File: config.mk
export PLATFORM = sky130hd
export DESIGN_NAME = scr1_dmem_req_arb
export DESIGN_NICKNAME = d
export VERILOG_FILES = /design/src/rtl/scr1_dmem_arb_pkg.sv /design/src/rtl/scr1_memif_pkg.sv /design/src/rtl/scr1_dmem_arb_idfifo.sv /design/src/rtl/scr1_dmem_req_arb.sv
export SDC_FILE = /design/constraint.sdc
export NUM_CORES = 1
export LEC_CHECK = 0
export CAP_MARGIN = 10
export CORE_AREA = 2 2 122 124
export CTS_CLUSTER_DIAMETER = 40
export DETAILED_ROUTE_END_ITERATION = 10
export DIE_AREA = 0 0 124 126
export PLACE_DENSITY = 0.61
export SYNTH_ARGS = -nofsm -noshare
export SYNTH_HDL_FRONTEND = slang
export SYNTH_SLANG_ARGS = --single-unit
File: constraint.sdc
create_clock -name clk -period 2.25 [get_ports clk]
set_clock_uncertainty 0.1 [all_clocks]
set_input_delay 0.45 -clock clk [delete_from_list [all_inputs] [get_ports clk]]
set_output_delay 0.45 -clock clk [all_outputs]
set_load 0.01 [all_outputs]
File: src/rtl/scr1_dmem_arb_pkg.sv
// Shared types for the data-memory request arbiter.
// Requester IDs, routing-FIFO default depth, FSM states.
package scr1_dmem_arb_pkg;

  typedef logic type_scr1_arb_id_t;

  localparam type_scr1_arb_id_t SCR1_ARB_ID_LSU = 1'b0;
  localparam type_scr1_arb_id_t SCR1_ARB_ID_DMA = 1'b1;

  localparam int SCR1_ARB_OUTSTD_DFLT = 4;

  typedef enum logic {
    ARB_ST_ARB  = 1'b0,
    ARB_ST_HOLD = 1'b1
  } type_scr1_arb_fsm_e;

endpackage

File: src/rtl/scr1_memif_pkg.sv
// Memory-interface types shared by the LSU, DMA and AHB bridge ports.
// Command, access width, response code and data-bus width.
package scr1_memif_pkg;

  localparam int SCR1_AHB_WIDTH = 32;

  typedef enum logic {
    SCR1_MEM_CMD_RD = 1'b0,
    SCR1_MEM_CMD_WR = 1'b1
  } type_scr1_mem_cmd_e;

  typedef enum logic [1:0] {
    SCR1_MEM_WIDTH_BYTE  = 2'b00,
    SCR1_MEM_WIDTH_HWORD = 2'b01,
    SCR1_MEM_WIDTH_WORD  = 2'b10,
    SCR1_MEM_WIDTH_ERROR = 2'b11
  } type_scr1_mem_width_e;

  typedef enum logic [1:0] {
    SCR1_MEM_RESP_NOTRDY = 2'b00,
    SCR1_MEM_RESP_RDY_OK = 2'b01,
    SCR1_MEM_RESP_RDY_ER = 2'b10
  } type_scr1_mem_resp_e;

endpackage

File: src/rtl/scr1_dmem_arb_idfifo.sv
// Response-routing FIFO: remembers which requester owns each
// outstanding transfer. Pointers wrap modulo DEPTH.
module scr1_dmem_arb_idfifo
  import scr1_dmem_arb_pkg::*;
#(
  parameter int DEPTH = 4
) (
  input  logic              clk,
  input  logic              rst,
  input  logic              push_i,
  input  type_scr1_arb_id_t id_i,
  input  logic              pop_i,
  output type_scr1_arb_id_t head_o,
  output logic              full_o,
  output logic              empty_o
);

  localparam int PW = (DEPTH > 1) ? $clog2(DEPTH) : 1;
  localparam int CW = $clog2(DEPTH + 1);

  logic [DEPTH-1:0] mem_q;
  logic [PW-1:0]    wp_q;
  logic [PW-1:0]    rp_q;
  logic [CW-1:0]    cnt_q;
  logic             do_push;
  logic             do_pop;

  function automatic logic [PW-1:0] ptr_inc(input logic [PW-1:0] p);
    return (p == PW'(DEPTH - 1)) ? '0 : p + PW'(1);
  endfunction

  assign full_o  = (cnt_q == CW'(DEPTH));
  assign empty_o = (cnt_q == '0);
  assign head_o  = mem_q[rp_q];
  assign do_pop  = pop_i & ~empty_o;
  assign do_push = push_i & (~full_o | do_pop);

  // Pointer and occupancy bookkeeping
  always_ff @(posedge clk or posedge rst) begin
    if (rst) begin
      wp_q  <= '0;
      rp_q  <= '0;
      cnt_q <= '0;
    end else begin
      if (do_push) wp_q <= ptr_inc(wp_q);
      if (do_pop)  rp_q <= ptr_inc(rp_q);
      unique case ({do_push, do_pop})
        2'b10:   cnt_q <= cnt_q + CW'(1);
        2'b01:   cnt_q <= cnt_q - CW'(1);
        default: cnt_q <= cnt_q;
      endcase
    end
  end

  // ID storage
  always_ff @(posedge clk or posedge rst) begin
    if (rst) begin
      mem_q <= '0;
    end else if (do_push) begin
      mem_q[wp_q] <= id_i;
    end
  end

endmodule

File: src/rtl/scr1_dmem_req_arb.sv
// Two-requester (LSU/DMA) data-memory arbiter with response routing.
// SCR1_DMEM_ARB_FIXED_PRIO_EN selects fixed LSU priority over round-robin.
module scr1_dmem_req_arb
  import scr1_memif_pkg::*;
  import scr1_dmem_arb_pkg::*;
#(
  parameter int SCR1_ARB_OUTSTD = SCR1_ARB_OUTSTD_DFLT
) (
  input  logic                      clk,
  input  logic                      rst,
  input  logic                      lsu_dmem_req,
  output logic                      lsu_dmem_req_ack,
  input  logic                      lsu_dmem_cmd,
  input  type_scr1_mem_width_e      lsu_dmem_width,
  input  logic [SCR1_AHB_WIDTH-1:0] lsu_dmem_addr,
  input  logic [SCR1_AHB_WIDTH-1:0] lsu_dmem_wdata,
  output logic [SCR1_AHB_WIDTH-1:0] lsu_dmem_rdata,
  output type_scr1_mem_resp_e       lsu_dmem_resp,
  input  logic                      dma_dmem_req,
  output logic                      dma_dmem_req_ack,
  input  logic                      dma_dmem_cmd,
  input  type_scr1_mem_width_e      dma_dmem_width,
  input  logic [SCR1_AHB_WIDTH-1:0] dma_dmem_addr,
  input  logic [SCR1_AHB_WIDTH-1:0] dma_dmem_wdata,
  output logic [SCR1_AHB_WIDTH-1:0] dma_dmem_rdata,
  output type_scr1_mem_resp_e       dma_dmem_resp,
  output logic                      dmem_req,
  output logic                      dmem_cmd,
  output type_scr1_mem_width_e      dmem_width,
  output logic [SCR1_AHB_WIDTH-1:0] dmem_addr,
  output logic [SCR1_AHB_WIDTH-1:0] dmem_wdata,
  input  logic                      dmem_req_ack,
  input  logic [SCR1_AHB_WIDTH-1:0] dmem_rdata,
  input  type_scr1_mem_resp_e       dmem_resp,
  output logic                      arb_err
);

  type_scr1_arb_fsm_e state_q;
  type_scr1_arb_id_t  sel_q;
  type_scr1_arb_id_t  sel;
  type_scr1_arb_id_t  head;
  logic               sel_req;
  logic               fifo_full;
  logic               fifo_empty;
  logic               resp_vld;
  logic               pop;
  logic               blk;
  logic               xfer;
  logic               err_q;
`ifndef SCR1_DMEM_ARB_FIXED_PRIO_EN
  type_scr1_arb_id_t  last_q;
`endif

  // Requester selection: held in HOLD, tie-break in ARB
  always_comb begin
    sel = SCR1_ARB_ID_LSU;
    if (state_q == ARB_ST_HOLD) begin
      sel = sel_q;
    end else if (lsu_dmem_req & dma_dmem_req) begin
`ifdef SCR1_DMEM_ARB_FIXED_PRIO_EN
      sel = SCR1_ARB_ID_LSU;
`else
      sel = ~last_q;
`endif
    end else if (dma_dmem_req) begin
      sel = SCR1_ARB_ID_DMA;
    end
  end

  assign resp_vld = (dmem_resp == SCR1_MEM_RESP_RDY_OK)
                  | (dmem_resp == SCR1_MEM_RESP_RDY_ER);
  assign pop      = resp_vld & ~fifo_empty;
  // A response retiring this cycle frees a slot for a new transfer
  assign blk      = fifo_full & ~pop;
  assign sel_req  = sel ? dma_dmem_req : lsu_dmem_req;
  assign dmem_req = sel_req & ~blk;
  assign xfer     = dmem_req & dmem_req_ack;

  assign dmem_cmd   = sel ? dma_dmem_cmd   : lsu_dmem_cmd;
  assign dmem_width = sel ? dma_dmem_width : lsu_dmem_width;
  assign dmem_addr  = sel ? dma_dmem_addr  : lsu_dmem_addr;
  assign dmem_wdata = sel ? dma_dmem_wdata : lsu_dmem_wdata;

  assign lsu_dmem_req_ack = xfer & (sel == SCR1_ARB_ID_LSU);
  assign dma_dmem_req_ack = xfer & (sel == SCR1_ARB_ID_DMA);

  assign lsu_dmem_rdata = dmem_rdata;
  assign dma_dmem_rdata = dmem_rdata;
  assign lsu_dmem_resp  = (pop & (head == SCR1_ARB_ID_LSU))
                        ? dmem_resp : SCR1_MEM_RESP_NOTRDY;
  assign dma_dmem_resp  = (pop & (head == SCR1_ARB_ID_DMA))
                        ? dmem_resp : SCR1_MEM_RESP_NOTRDY;
  assign arb_err        = err_q;

  // ARB/HOLD FSM: lock the selection while a request stalls
  always_ff @(posedge clk or posedge rst) begin
    if (rst) begin
      state_q <= ARB_ST_ARB;
      sel_q   <= SCR1_ARB_ID_LSU;
    end else begin
      unique case (state_q)
        ARB_ST_ARB: begin
          if (dmem_req & ~dmem_req_ack) begin
            state_q <= ARB_ST_HOLD;
            sel_q   <= sel;
          end
        end
        ARB_ST_HOLD: begin
          if (xfer) state_q <= ARB_ST_ARB;
        end
        default: state_q <= ARB_ST_ARB;
      endcase
    end
  end

`ifndef SCR1_DMEM_ARB_FIXED_PRIO_EN
  // Round-robin pointer follows completed transfers only
  always_ff @(posedge clk or posedge rst) begin
    if (rst) begin
      last_q <= SCR1_ARB_ID_DMA;
    end else if (xfer) begin
      last_q <= sel;
    end
  end
`endif

  // Sticky error for a response with nothing outstanding
  always_ff @(posedge clk or posedge rst) begin
    if (rst) begin
      err_q <= 1'b0;
    end else if (resp_vld & fifo_empty) begin
      err_q <= 1'b1;
    end
  end

  scr1_dmem_arb_idfifo #(
    .DEPTH (SCR1_ARB_OUTSTD)
  ) i_idfifo (
    .clk     (clk),
    .rst     (rst),
    .push_i  (xfer),
    .id_i    (sel),
    .pop_i   (pop),
    .head_o  (head),
    .full_o  (fifo_full),
    .empty_o (fifo_empty)
  );

endmodule

==> results <==
## area by class of cell
cell class / instances / area, um2
Tap cell: 184 / 230
Multi-Input combinational cell: 120 / 1530
Sequential cell: 15 / 378
Clock buffer: 4 / 78.8
Inverter: 9 / 36.3
Timing Repair Buffer: 255 / 2780
Antenna cell: 3 / 7.51
Fill cell: 1439 / 9270
## logic make-up (layout without fill, tap and decap cells)
kind of cell / after synthesis / after routing
buf+inv: 82 / 268
compound gates: 15 / 15
fa+ha+maj: 7 / 7
other cells: 0 / 3
flops: 15 / 15
mux: 76 / 76
simple gates: 18 / 18
xor+xnor: 4 / 4
## worst reg2reg max path: cells and delay by family, from the launching register on
family	cells	cell delay (ns)
adder cells (fa/ha/maj)	2	0.46
XOR/XNOR	2	0.29
buffers and inverters	3	0.29
AND/OR/NAND/NOR	3	0.46
flip-flops	1	0.42
## final timing paths
| path | startpoint | to | slack, ns | cells past startpoint |
|---|---|---|---|---|
| min | i_idfifo.cnt_q[1]$_DFFE_PP0P_ | arb_err$_DFFE_PP0P_ | 0.38 | 1 |
| max in group asynchronous | rst | sel_q$_DFFE_PP0P_ | 1.14 | 2 |
| min reg2reg | i_idfifo.cnt_q[1]$_DFFE_PP0P_ | arb_err$_DFFE_PP0P_ | 0.38 | 1 |
| max reg2reg | i_idfifo.cnt_q[0]$_DFFE_PP0P_ | i_idfifo.cnt_q[2]$_DFFE_PP0P_ | 0.18 | 10 |
| max | last_q$_DFFE_PP1P_ | dmem_wdata[13] | -0.29 | 8 |
| min in group asynchronous | rst | i_idfifo.rp_q[1]$_DFFE_PP0P_ | 0.48 | 2 |
## layer usage
metal / GRT usage / vias up
met5: 0 / -
met3: 0.0675 / 42
met4: 0.0364 / 8
met2: 0.243 / 155
li1: - / 1068
met1: 0.196 / 1053
## layout by cell type (no fill, tap or decap), types with 2 or more instances in the layout
| master | n |
|---|---|
| a31oi_1 | 6 |
| a41oi_1 | 4 |
| buf_12 | 6 |
| buf_16 | 7 |
| buf_2 | 3 |
| buf_4 | 14 |
| buf_6 | 77 |
| buf_8 | 4 |
| clkbuf_16 | 3 |
| clkbuf_2 | 3 |
| clkdlybuf4s50_1 | 137 |
| dfrtp_1 | 13 |
| diode_2 | 3 |
| dlygate4sd2_1 | 3 |
| ha_1 | 5 |
| inv_1 | 8 |
| mux2_2 | 2 |
| mux2_4 | 69 |
| mux2i_1 | 3 |
| nand2_1 | 2 |
| nor2_1 | 8 |
| xor2_1 | 2 |
## what timing repair did
item,CTS,global route
pin swaps,3,4
cloned,10,0
setup buffers,19,4
gates resized for setup,461,12
setup endpoints to repair,76,73
## sequential cells by signal, summed over array words and instances, names as in the netlist, named ones only
signal,cells
i_idfifo.rp_q,2
sel_q,1
arb_err,1
i_idfifo.wp_q,2
last_q,1
i_idfifo.mem_q,4
i_idfifo.cnt_q,3
## power by group
part | switching, mW | leakage, nW | internal, mW
logic | 1.88 | 2.10 | 3.24
clock network | 0.116 | 0.0382 | 0.241
registers | 0.138 | 0.168 | 0.414
total | 2.13 | 2.31 | 3.89
## through the flow
stage | total power [mW] | utilization | instance area [um2] | hold WS, ns
final | 6.02 | 0.353 | 5050 | 0.378
after global routing | 6.36 | 0.352 | 5040 | 0.415
after CTS | 6.30 | 0.357 | 5110 | 0.386
after detailed placement | 3.82 | 0.291 | 4160 | 0.382
after global placement | 3.77 | 0.291 | 4160 | 0.374
after floorplan | 2.37 | - | 2190 | 0.251
==> results by group <==
Timing
  – Final worst slack: -0.287 ns
  – Setup-failing EPs final: 69
  – Relative slew slack: 0.595
  – Hold Fails Final Rpt: 0
  – Actual slew at the worst max-slew pin: just over 0.6 ns
  – RSZ-0062 raised after global routing: true
  – Final Max Slew Viols: 0
  – Setup TNS: -13.56 ns
  – Tmin final: about 2.5 ns
  – Tcrit/Tclk final: 1.13
  – Fmax: slightly below 0.4 GHz

Synth
  – Ys Warns: 0
  – Post-synth cell types: 28
  – Async S/R FF share, synth: 1.00
  – Largest cells by area after synthesis: mux2_2 (36%), buf_4 (24%), dfrtp_1 (16%)
  – Top_reg_cell synth: dfrtp_1
  – XOR/XNOR share of the synthesized area: 0.0246
  – Post-Syn Area per Cell: between 10 and 15 um2
  – Syn_nets: roughly 400
  – Compound-cell area share of the yosys netlist: 0.0498
  – Post-synthesis instance total: between 200 and 250
  – Fraction of the mapped netlist area in adder cells: 0.0435
  – Post-synthesis simple-gate area fraction: 0.0470
  – Yosys top cell by area: mux2_2
  – Largest family of logic cells by synthesized area: multiplexers
  – Seq cells post-synth: 15
  – Seq/Total Area, Yosys: 0.172
  – Most frequent cells after synthesis: buf_4 (69), mux2_2 (69), dfrtp_1 (14), inv_1 (9), nor2_1 (9)
  – Post-synth top area share: 0.356
  – Cell Area, Synth: 0.00218 mm2
  – EDFF count, synth: 0
  – Post-synthesis mux area share: 0.398

Detailed routing
  – M1 wire length: 5.12 mm
  – Drt total wl: 12.5 mm
  – WL/cell: between 20 and 25 um
  – Pre-antenna DRT Iters: 4
  – Drt drc: 0
  – Starting DRT DRC Count: 65
  – Wire length on met2: 5.68 mm
  – Wire length on met3: 1.36 mm
  – Vias post-DR: between 2000 and 2500
  – Vias/cell: 3.94
  – Final antenna-violating net count: 0
  – Top sig layer: met5

Worst setup path
  – Critical path class: reg -> out
  – Top Family by Delay on Critical Path: buffers and inverters
  – Cells along the critical path: a21boi_4 -> mux2i_4 -> buf_6 -> buf_8 -> buf_6 -> buf_16 -> mux2_4 -> buf_6
  – Crit path DAT: 1.99 ns
  – CP Capture Type: primary output
  – Req. time, crit path: around 1.7 ns
  – Startpoint Class: register
  – Slowest-stage cell, CP: dfstp_2
  – Crit path max fanout: 6
  – Critical path's largest stage delay: 0.56 ns
  – CP dominant cell by count: buf_6
  – WP buf/inv: 5

Pwr
  – PwrDens: between 1000 and 1500 mW/mm2
  – P_leak: about 2.3 nW
  – Max IR drop VDD: 0.000555 V

Global routing
  – Vias in the first global route: 2599
  – Largest net degree at the start of global routing: 16
  – Grt ovf: 0
  – Overall Global Routing Usage: 0.155
  – First-pass GRT wire length: 17.5 mm
  – Initial antenna violation count: 6

Finish
  – P&R area growth vs syn: 131%
  – Layout cells sized above 1: 0.506
  – Finished Layout Cells: 590
  – Number of nets in the layout: 584

Place
  – Dpl hpwl: 9.16 mm
  – Pre-CTS setup slack: -0.798 ns
  – RD Place Congestion: 0.815
  – IO buf count: 215
  – DP Cell Count: between 500 and 600

Clock network
  – CTS buffer count: 3
  – CTS tree: done
  – Max clock buf depth: 2
  – Clk_lat worst skew: about 0.25 ns
  – # hold bufs at CTS: 0
  – H-tree levels: 1
  – Root Buffer: clkbuf_16
  – Clock transition at path regs: 0.05 ns
  – CTS sink cnt: 15

Floorplanning
  – Starting Density: 0.153
  – Die outline height: roughly 130 um
  – FP Rows: 44
  – Die area: 0.0156 mm2
  – Core area: 0.0143 mm2
  – Io pins: between 300 and 400
  – Die X: ~120 um

Run status
  – Failing checks: negative setup slack
  – Status: finished, violations left

Job
  – MaxCap Viol Count: 0

Min path
  – Worst hold path class: reg -> reg
Note: power is estimated with default switching activity, not from simulation.
